==> config.mk <==
export PLATFORM = sky130hd
export DESIGN_NAME = tia_hmove_ctl
export DESIGN_NICKNAME = d
export VERILOG_FILES = /design/src/rtl/tia_hmove_ctl_pkg.sv /design/src/rtl/tia_hmove_obj.sv /design/src/rtl/tia_hmove_ctl.sv
export SDC_FILE = /design/constraint.sdc
export NUM_CORES = 1
export LEC_CHECK = 0
export CORE_MARGIN = 3
export CORE_UTILIZATION = 30
export CTS_CLUSTER_DIAMETER = 80
export DETAILED_ROUTE_END_ITERATION = 6
export SETUP_SLACK_MARGIN = 0.05
export SLEW_MARGIN = 15
export SYNTH_ARGS = -nofsm -noshare
export SYNTH_HDL_FRONTEND = slang
export SYNTH_SLANG_ARGS = --single-unit
==> constraint.sdc <==
create_clock -name clk -period 1.5 [get_ports clk]
set_input_delay 0.375 -clock clk [delete_from_list [all_inputs] [get_ports clk]]
set_output_delay 0.375 -clock clk [all_outputs]
set_load 0.01 [all_outputs]
==> src/rtl/tia_hmove_ctl_pkg.sv <==
// Shared TIA horizontal-motion definitions: sequencer states, step/phase counts, object indices.
// Latency: n/a (types and constants only).
// Backpressure: n/a.
package tia_hmove_ctl_pkg;

  // Sequencer states
  typedef enum logic [1:0] {
    ST_IDLE = 2'd0,
    ST_RUN  = 2'd1,
    ST_DONE = 2'd2
  } hm_state_e;

  // Movable object indices, in motion-register order
  typedef enum int {
    OBJ_P0  = 0,
    OBJ_P1  = 1,
    OBJ_M0  = 2,
    OBJ_M1  = 3,
    OBJ_BL  = 4,
    OBJ_NUM = 5
  } obj_idx_e;

  localparam int STEPS  = 16;  // steps per motion sequence
  localparam int PHASES = 4;   // clocks per step
  localparam int K_W    = 4;   // step counter width
  localparam int P_W    = 2;   // phase counter width

  localparam logic [K_W-1:0] K_LAST = K_W'(STEPS - 1);
  localparam logic [P_W-1:0] P_LAST = P_W'(PHASES - 1);

  // Number of extra clocks an object receives: signed -8..+7 biased to 0..15
  function automatic logic [3:0] mv_limit(input logic [3:0] hm);
    return hm ^ 4'b1000;
  endfunction

endpackage

==> src/rtl/tia_hmove_obj.sv <==
// Per-object motion register plus extra-clock pulse decode.
// Latency: hm updates on the write edge; mv is combinational from hm and the shared k/p/run.
// Backpressure: none; writes always accepted, clear beats write.
module tia_hmove_obj
  import tia_hmove_ctl_pkg::*;
(
  input  logic           clk,
  input  logic           r_n,
  input  logic           hclr,
  input  logic           wr,
  input  logic [3:0]     d,
  input  logic           run,
  input  logic [K_W-1:0] k,
  input  logic [P_W-1:0] p,
  output logic           mv
);

  logic [3:0] hm;

  // Motion register: reset and clear both zero it, clear has priority over a write
  always_ff @(posedge clk) begin
    if (!r_n) begin
      hm <= 4'd0;
    end else if (hclr) begin
      hm <= 4'd0;
    end else if (wr) begin
      hm <= d;
    end
  end

  // One pulse on the last phase of each step while the step index is below the biased value;
  // uses the live register so a mid-sequence write changes the remaining steps
  always_comb begin
    mv = run && (p == P_LAST) && (k < mv_limit(hm));
  end

endmodule

==> src/rtl/tia_hmove_ctl.sv <==
// HMOVE sequencer: 16 steps x 4 phases, emits extra-clock pulses per object, then a done strobe.
// Latency: busy the cycle after hmove, 64 busy cycles, done on cycle 65.
// Backpressure: none; hmove during RUN/DONE restarts the sequence without a done.
module tia_hmove_ctl
  import tia_hmove_ctl_pkg::*;
#(
  parameter int NOBJ = int'(OBJ_NUM)
) (
  input  logic            clk,
  input  logic            r_n,
  input  logic            hmove,
  input  logic            hclr,
  input  logic [NOBJ-1:0] wr,
  input  logic [3:0]      d,
  output logic [NOBJ-1:0] mv,
  output logic            busy,
  output logic            done
);

  hm_state_e      state, state_nxt;
  logic [K_W-1:0] k, k_nxt;
  logic [P_W-1:0] p, p_nxt;
  logic           run;

  // State and step/phase counters
  always_ff @(posedge clk) begin
    if (!r_n) begin
      state <= ST_IDLE;
      k     <= '0;
      p     <= '0;
    end else begin
      state <= state_nxt;
      k     <= k_nxt;
      p     <= p_nxt;
    end
  end

  // Next state; k and p only move in RUN and are parked at zero elsewhere
  always_comb begin
    state_nxt = state;
    k_nxt     = '0;
    p_nxt     = '0;
    case (state)
      ST_IDLE: begin
        if (hmove) state_nxt = ST_RUN;
      end
      ST_RUN: begin
        if (hmove) begin
          state_nxt = ST_RUN;
        end else if (p == P_LAST) begin
          if (k == K_LAST) begin
            state_nxt = ST_DONE;
          end else begin
            k_nxt = k + 1'b1;
          end
        end else begin
          k_nxt = k;
          p_nxt = p + 1'b1;
        end
      end
      ST_DONE: begin
        state_nxt = hmove ? ST_RUN : ST_IDLE;
      end
      default: begin
        state_nxt = ST_IDLE;
      end
    endcase
  end

  // Status outputs decode directly from the registered state
  always_comb begin
    run  = (state == ST_RUN);
    busy = run;
    done = (state == ST_DONE);
  end

  for (genvar g = 0; g < NOBJ; g++) begin : g_obj
    tia_hmove_obj u_obj (
      .clk  (clk),
      .r_n  (r_n),
      .hclr (hclr),
      .wr   (wr[g]),
      .d    (d),
      .run  (run),
      .k    (k),
      .p    (p),
      .mv   (mv[g])
    );
  end

endmodule

Yosys cells after proc, flatten, opt, wreduce, memory -nomap -nowiden

Cells that the tools add are included.

Bits in registers: 28

Add/sub/neg operators: 2
$lt $le $gt $ge: 5
Eq/ne operators: 7
Mux-type cells: 7
Bitwise operators: 7
Reductions and logical operators: 11

Operator list:

| operator                                            | number |
|---|---|
| less-than comparator 4 bit                          | 5 |
| 2-to-1 mux 2 bit                                    | 4 |
| NOT 1 bit                                           | 7 |
| logical AND 1 bit                                   | 6 |
| inequality test 3 bit, second input constant        | 2 |
| one-hot mux 2 bit (3 select lines)                  | 1 |
| adder 4 x 1 -> 4 bit, second input constant         | 1 |
| equality test 2 bit, second input constant          | 2 |
| equality test 4 bit, second input constant          | 1 |
| 2-to-1 mux 4 bit                                    | 1 |
| OR reduction 4 bit                                  | 1 |
| AND reduction 3 bit                                 | 1 |
| OR reduction 3 bit                                  | 1 |
| adder 2 x 1 -> 2 bit, second input constant         | 1 |
| equality test 2 x 1 -> 1 bit, second input constant | 1 |
| zero test 2 bit                                     | 1 |
| inequality test 2 bit, second input constant        | 1 |
| OR reduction 2 bit                                  | 1 |
| 2-to-1 mux 1 bit                                    | 1 |

Longest topological paths before layout

Gate-level depths: netlist (run 1).

Word-level depth: 5
Depth in mapped cells: 5

Modules after synthesis

A second synthesis (run 1) with hierarchy kept.

Cell total of the unflattened synthesis: 152
Area, all modules: 1520.2 µm²

By module, submodules not included:

| module        | instances | cells each | area an instance (µm²) | seq. area each (µm²) |
|---|---|---|---|---|
| tia_hmove_obj | 5         | 24         | 231.5                  | 80.1 |
| tia_hmove_ctl | 1         | 32         | 362.8                  | 160.2 |

Worst setup path before layout (run 1)

No wires, ideal clock.

Path type: reg-to-output
From: register k[1]
To: output mv[0]
Data arrival time: 1.248 ns
Path slack: -0.123 ns
Stages on the path, launching flop included: 5
Buffers on the path: 1
Path through: dfxtp_1 > ha_1 > a211o_1 > a211oi_2 > buf_4

Cells in the longest elaborated chain, start to end: 2

RTL lines:

| item                       | RTL line            | RTL |
|---|---|---|
| from (decl)                | tia_hmove_ctl.sv:21 | `logic [K_W-1:0] k, k_nxt;` |
| from (signal assigned)     | tia_hmove_ctl.sv:33 | `k <= k_nxt;` |
| less-than comparator 4 bit | tia_hmove_obj.sv:34 | `mv = run && (p == P_LAST) && (k < mv_limit(hm));` |
| logical AND 1 bit          | tia_hmove_obj.sv:34 |  |
| to (decl)                  | tia_hmove_ctl.sv:15 | `output logic [NOBJ-1:0] mv,` |

Every way passes these cells.

Worst setup path in the final report (run 1)

From: register k[1]
To: output mv[2]

The elaborated chain is that of the path after synthesis.

==> results of run 1 <==
flip-flops by register name, indices dropped and copies added (netlist names):
name	cells
k	4
g_obj.u_obj.hm	20
p	2
state	2
cell families (layout without fill, tap and decap cells):
family / Yosys count / in the layout / share of synthesized area [%]
xor+xnor: 3 / 3 / 1.786
compound gates: 17 / 17 / 10.63
flops: 28 / 28 / 38.10
simple gates: 41 / 41 / 13.27
fa+ha+maj: 17 / 17 / 14.46
buf+inv: 24 / 47 / 7.483
mux: 21 / 21 / 14.29
worst reg2reg max path, stage by stage, from the launching register on:
cell,delay (ps)
dfxtp_1,470
buf_4,180
ha_1,170
nand4_1,160
a21oi_1,190
a211oi_1,60
Yosys cell counts (all sizes together):
master | count | share of area [%]
a211oi | 6 | 4.8
xor2 | 2 | 1.2
and2b | 1 | 0.51
nor3 | 1 | 0.34
mux2i | 21 | 14
inv | 11 | 2.8
o21a | 5 | 2.6
dfxtp | 28 | 38
nor2 | 25 | 6.4
clkbuf | 7 | 1.8
a21oi | 1 | 0.34
a211o | 5 | 3.0
nor3b | 1 | 0.51
nor2b | 1 | 0.43
nand2 | 2 | 0.51
nand4 | 2 | 0.85
buf | 6 | 2.9
xnor2 | 1 | 0.60
nand2b | 7 | 3.0
ha | 17 | 14
nand4bb | 1 | 0.77
power by group through the flow:
stage	sequential, W	combinational [W]	clock, W
finish	0.000773	0.000159	0.000463
CTS	0.000773	0.000162	0.000487
global placement	0.000790	0.000156	0
detailed placement	0.000792	0.000160	0
floorplan	0.000789	0.0000888	0
global route	0.000776	0.000180	0.000514
routing by layer:
layer  up-vias  share of wire (%)  GRT usage, %
met2        21                 49         21.37
li1        551                  -             -
met1       491                 46         15.03
met3         2                3.9         3.073
met4         0               0.59         2.174
met5         -                  0             0
final timing paths:
kind | slack, ps | cells past startpoint | endpoint | startpoint
min reg2reg | 430 | 1 | p[0]$_SDFF_PP0_ | p[0]$_SDFF_PP0_
max reg2reg | 180 | 5 | state[0]$_SDFFE_PN0P_ | k[0]$_SDFFE_PP0P_
max | -420 | 4 | mv[2] | k[1]$_SDFFE_PP0P_
min | 430 | 1 | p[0]$_SDFF_PP0_ | p[0]$_SDFF_PP0_
cell type report:
class	instances	area (µm²)	share of cell area, %
Multi-Input combinational cell	99	800.8	43.72
Sequential cell	28	569.3	31.08
Timing Repair Buffer	32	284.0	15.51
Tap cell	65	81.33	4.440
Clock buffer	4	55.05	3.005
Inverter	11	41.29	2.254
per-stage QoR:
stage	cells	hold WS [ps]	util [%]	cell area [µm²]	total power, W
final	239	433.8	40.40	1832	0.001394
after global routing	239	445.5	40.40	1832	0.001469
after CTS	239	436.3	40.37	1831	0.001422
after detailed placement	235	421.8	39.68	1799	0.0009518
after global placement	235	411.6	39.68	1799	0.0009454
after floorplan	151	404.3	-	1474	0.0008781
placed cells by master (no fill, tap or decap), drive strengths merged:
cell / instances
a211o: 5
a211oi: 6
a21oi: 1
and2b: 1
buf: 20
clkbuf: 4
clkdlybuf4s50: 12
dfxtp: 28
ha: 17
inv: 11
mux2i: 21
nand2: 2
nand2b: 7
nand4: 2
nand4bb: 1
nor2: 25
nor2b: 1
nor3: 1
nor3b: 1
o21a: 5
xnor2: 1
xor2: 2
repair_timing:
action / in CTS / in global routing
endpoints found under the hold margin: 0 / 0
endpoints found under the setup margin: 7 / 6
setup buffers: 1 / 1
pin swaps: 0 / 0
resized for setup: 32 / 2
==> results.cfg, run 1 <==
[global_route]
grt_max_degree = 21
grt_pass1_wl_um = 5568
grt_util_all_layers_pct = 12.10
grt_pass1_vias = 1179
gr-total-overflow = 0
antenna_found_initial = 0

[synthesis]
synth-seq-cells = 28
yosysWarnings = 0
syn_area_um2 = 1471
syn-mean-instance-area_um2 = 9.744
synthCells = 151
synth_cell_types = 23
yosysSeqAreaShare_pct = 38.10
syn_nets = 181

[placement]
port_buffers = 19
dpl_worst_slack_ps = -537.5
place_hpwl_um = 2384
gp_congestion = 0.7374

[drt]
avgRoutedWirePerCell_um = 12.77
finalWirelength_um = 3052
drc_errors = 0
num_vias = 1065
firstDrtPassIters = 4
detail-route-antenna-nets = 0
first_iter_violations = 28
via_per_inst = 4.456

[sta]
max-slew-margin-rel_pct = 81.31
finClkSkew_ps = 3.619
finalSetupViolations = 5
post-route-min-period_ps = 1924
slew_violations = 0
period_share_pct = 128.3
tightest_slew_ps = 279.5
layout_setup_ws_ps = -424.0
rsz0062_at_grt = true
finalHoldViolCount = 0
finalSetupTns_ps = -2048
timing.fmax_mhz = 519.8

[cells_and_area]
drive_gt1_share_pct = 20.11
diodes = 0
nFillCells = 453
area_growth_syn_to_layout_pct = 24.49
nNetsFinal = 205

[pwr]
switchingPower_w = 0.0003089
intPower_w = 0.001086
pwr-share-seq_pct = 55.4
p_per_area_nw_per_um2 = 761.3
p_leak_nw = 0.8058
ir_drop_mv = 0.4753
p_clk_share_pct = 33.2
power_frac_comb_pct = 11.4
p_sw_share_pct = 22.15

[setup_path]
max_stage_delay_ps = 380
arrival_ps = 1550
crit_family = compound AO/OA/AOI/OAI gates
critPathKind = reg -> out
critPathBufInv = 1
cp-end-kind = output pin
crit_fanout = 6
worstSetupStartpointType = flip-flop
worstPathRequired_ps = 1120
worst_path_max_delay_cell = dfxtp_4
cp_cell_sequence = ha_1, a211o_1, a211oi_2, buf_2

[run_status]
outcome = complete, but fails checks
violations = setup timing

[die]
core_um2 = 4534
pin_count = 20
dieArea_um2 = 5781
die_y_um = 76.04
dieWidth_um = 76.04
fp-row-count = 24
start_util_pct = 32.45

[cts]
cts_buffers = 3
cts_num_sinks = 28
clk_latency_ps = 270
root_buffer = clkbuf_8
htreeDepth = 1
postCtsHoldBufs = 0
cts_tree = yes
clk_pin_slew_worst_paths_ps = 90
clockBufferDepth = 2

[flow_run]
max_cap_violations = 0

[hold_path]
hold_class = reg -> reg
(Power assumes the default switching activity.)
==> inputs of run 2 (changes only) <==
--- a/config.mk
+++ b/config.mk
@@ -8,9 +8,10 @@
 export CORE_MARGIN = 3
 export CORE_UTILIZATION = 30
 export CTS_CLUSTER_DIAMETER = 80
+export CTS_CLUSTER_SIZE = 25
 export DETAILED_ROUTE_END_ITERATION = 6
 export SETUP_SLACK_MARGIN = 0.05
-export SLEW_MARGIN = 15
+export SLEW_MARGIN = 5
 export SYNTH_ARGS = -nofsm -noshare
 export SYNTH_HDL_FRONTEND = slang
 export SYNTH_SLANG_ARGS = --single-unit
==> results of run 2 <==
No change in the layout: final DEF, timing and power equal those of run 1.
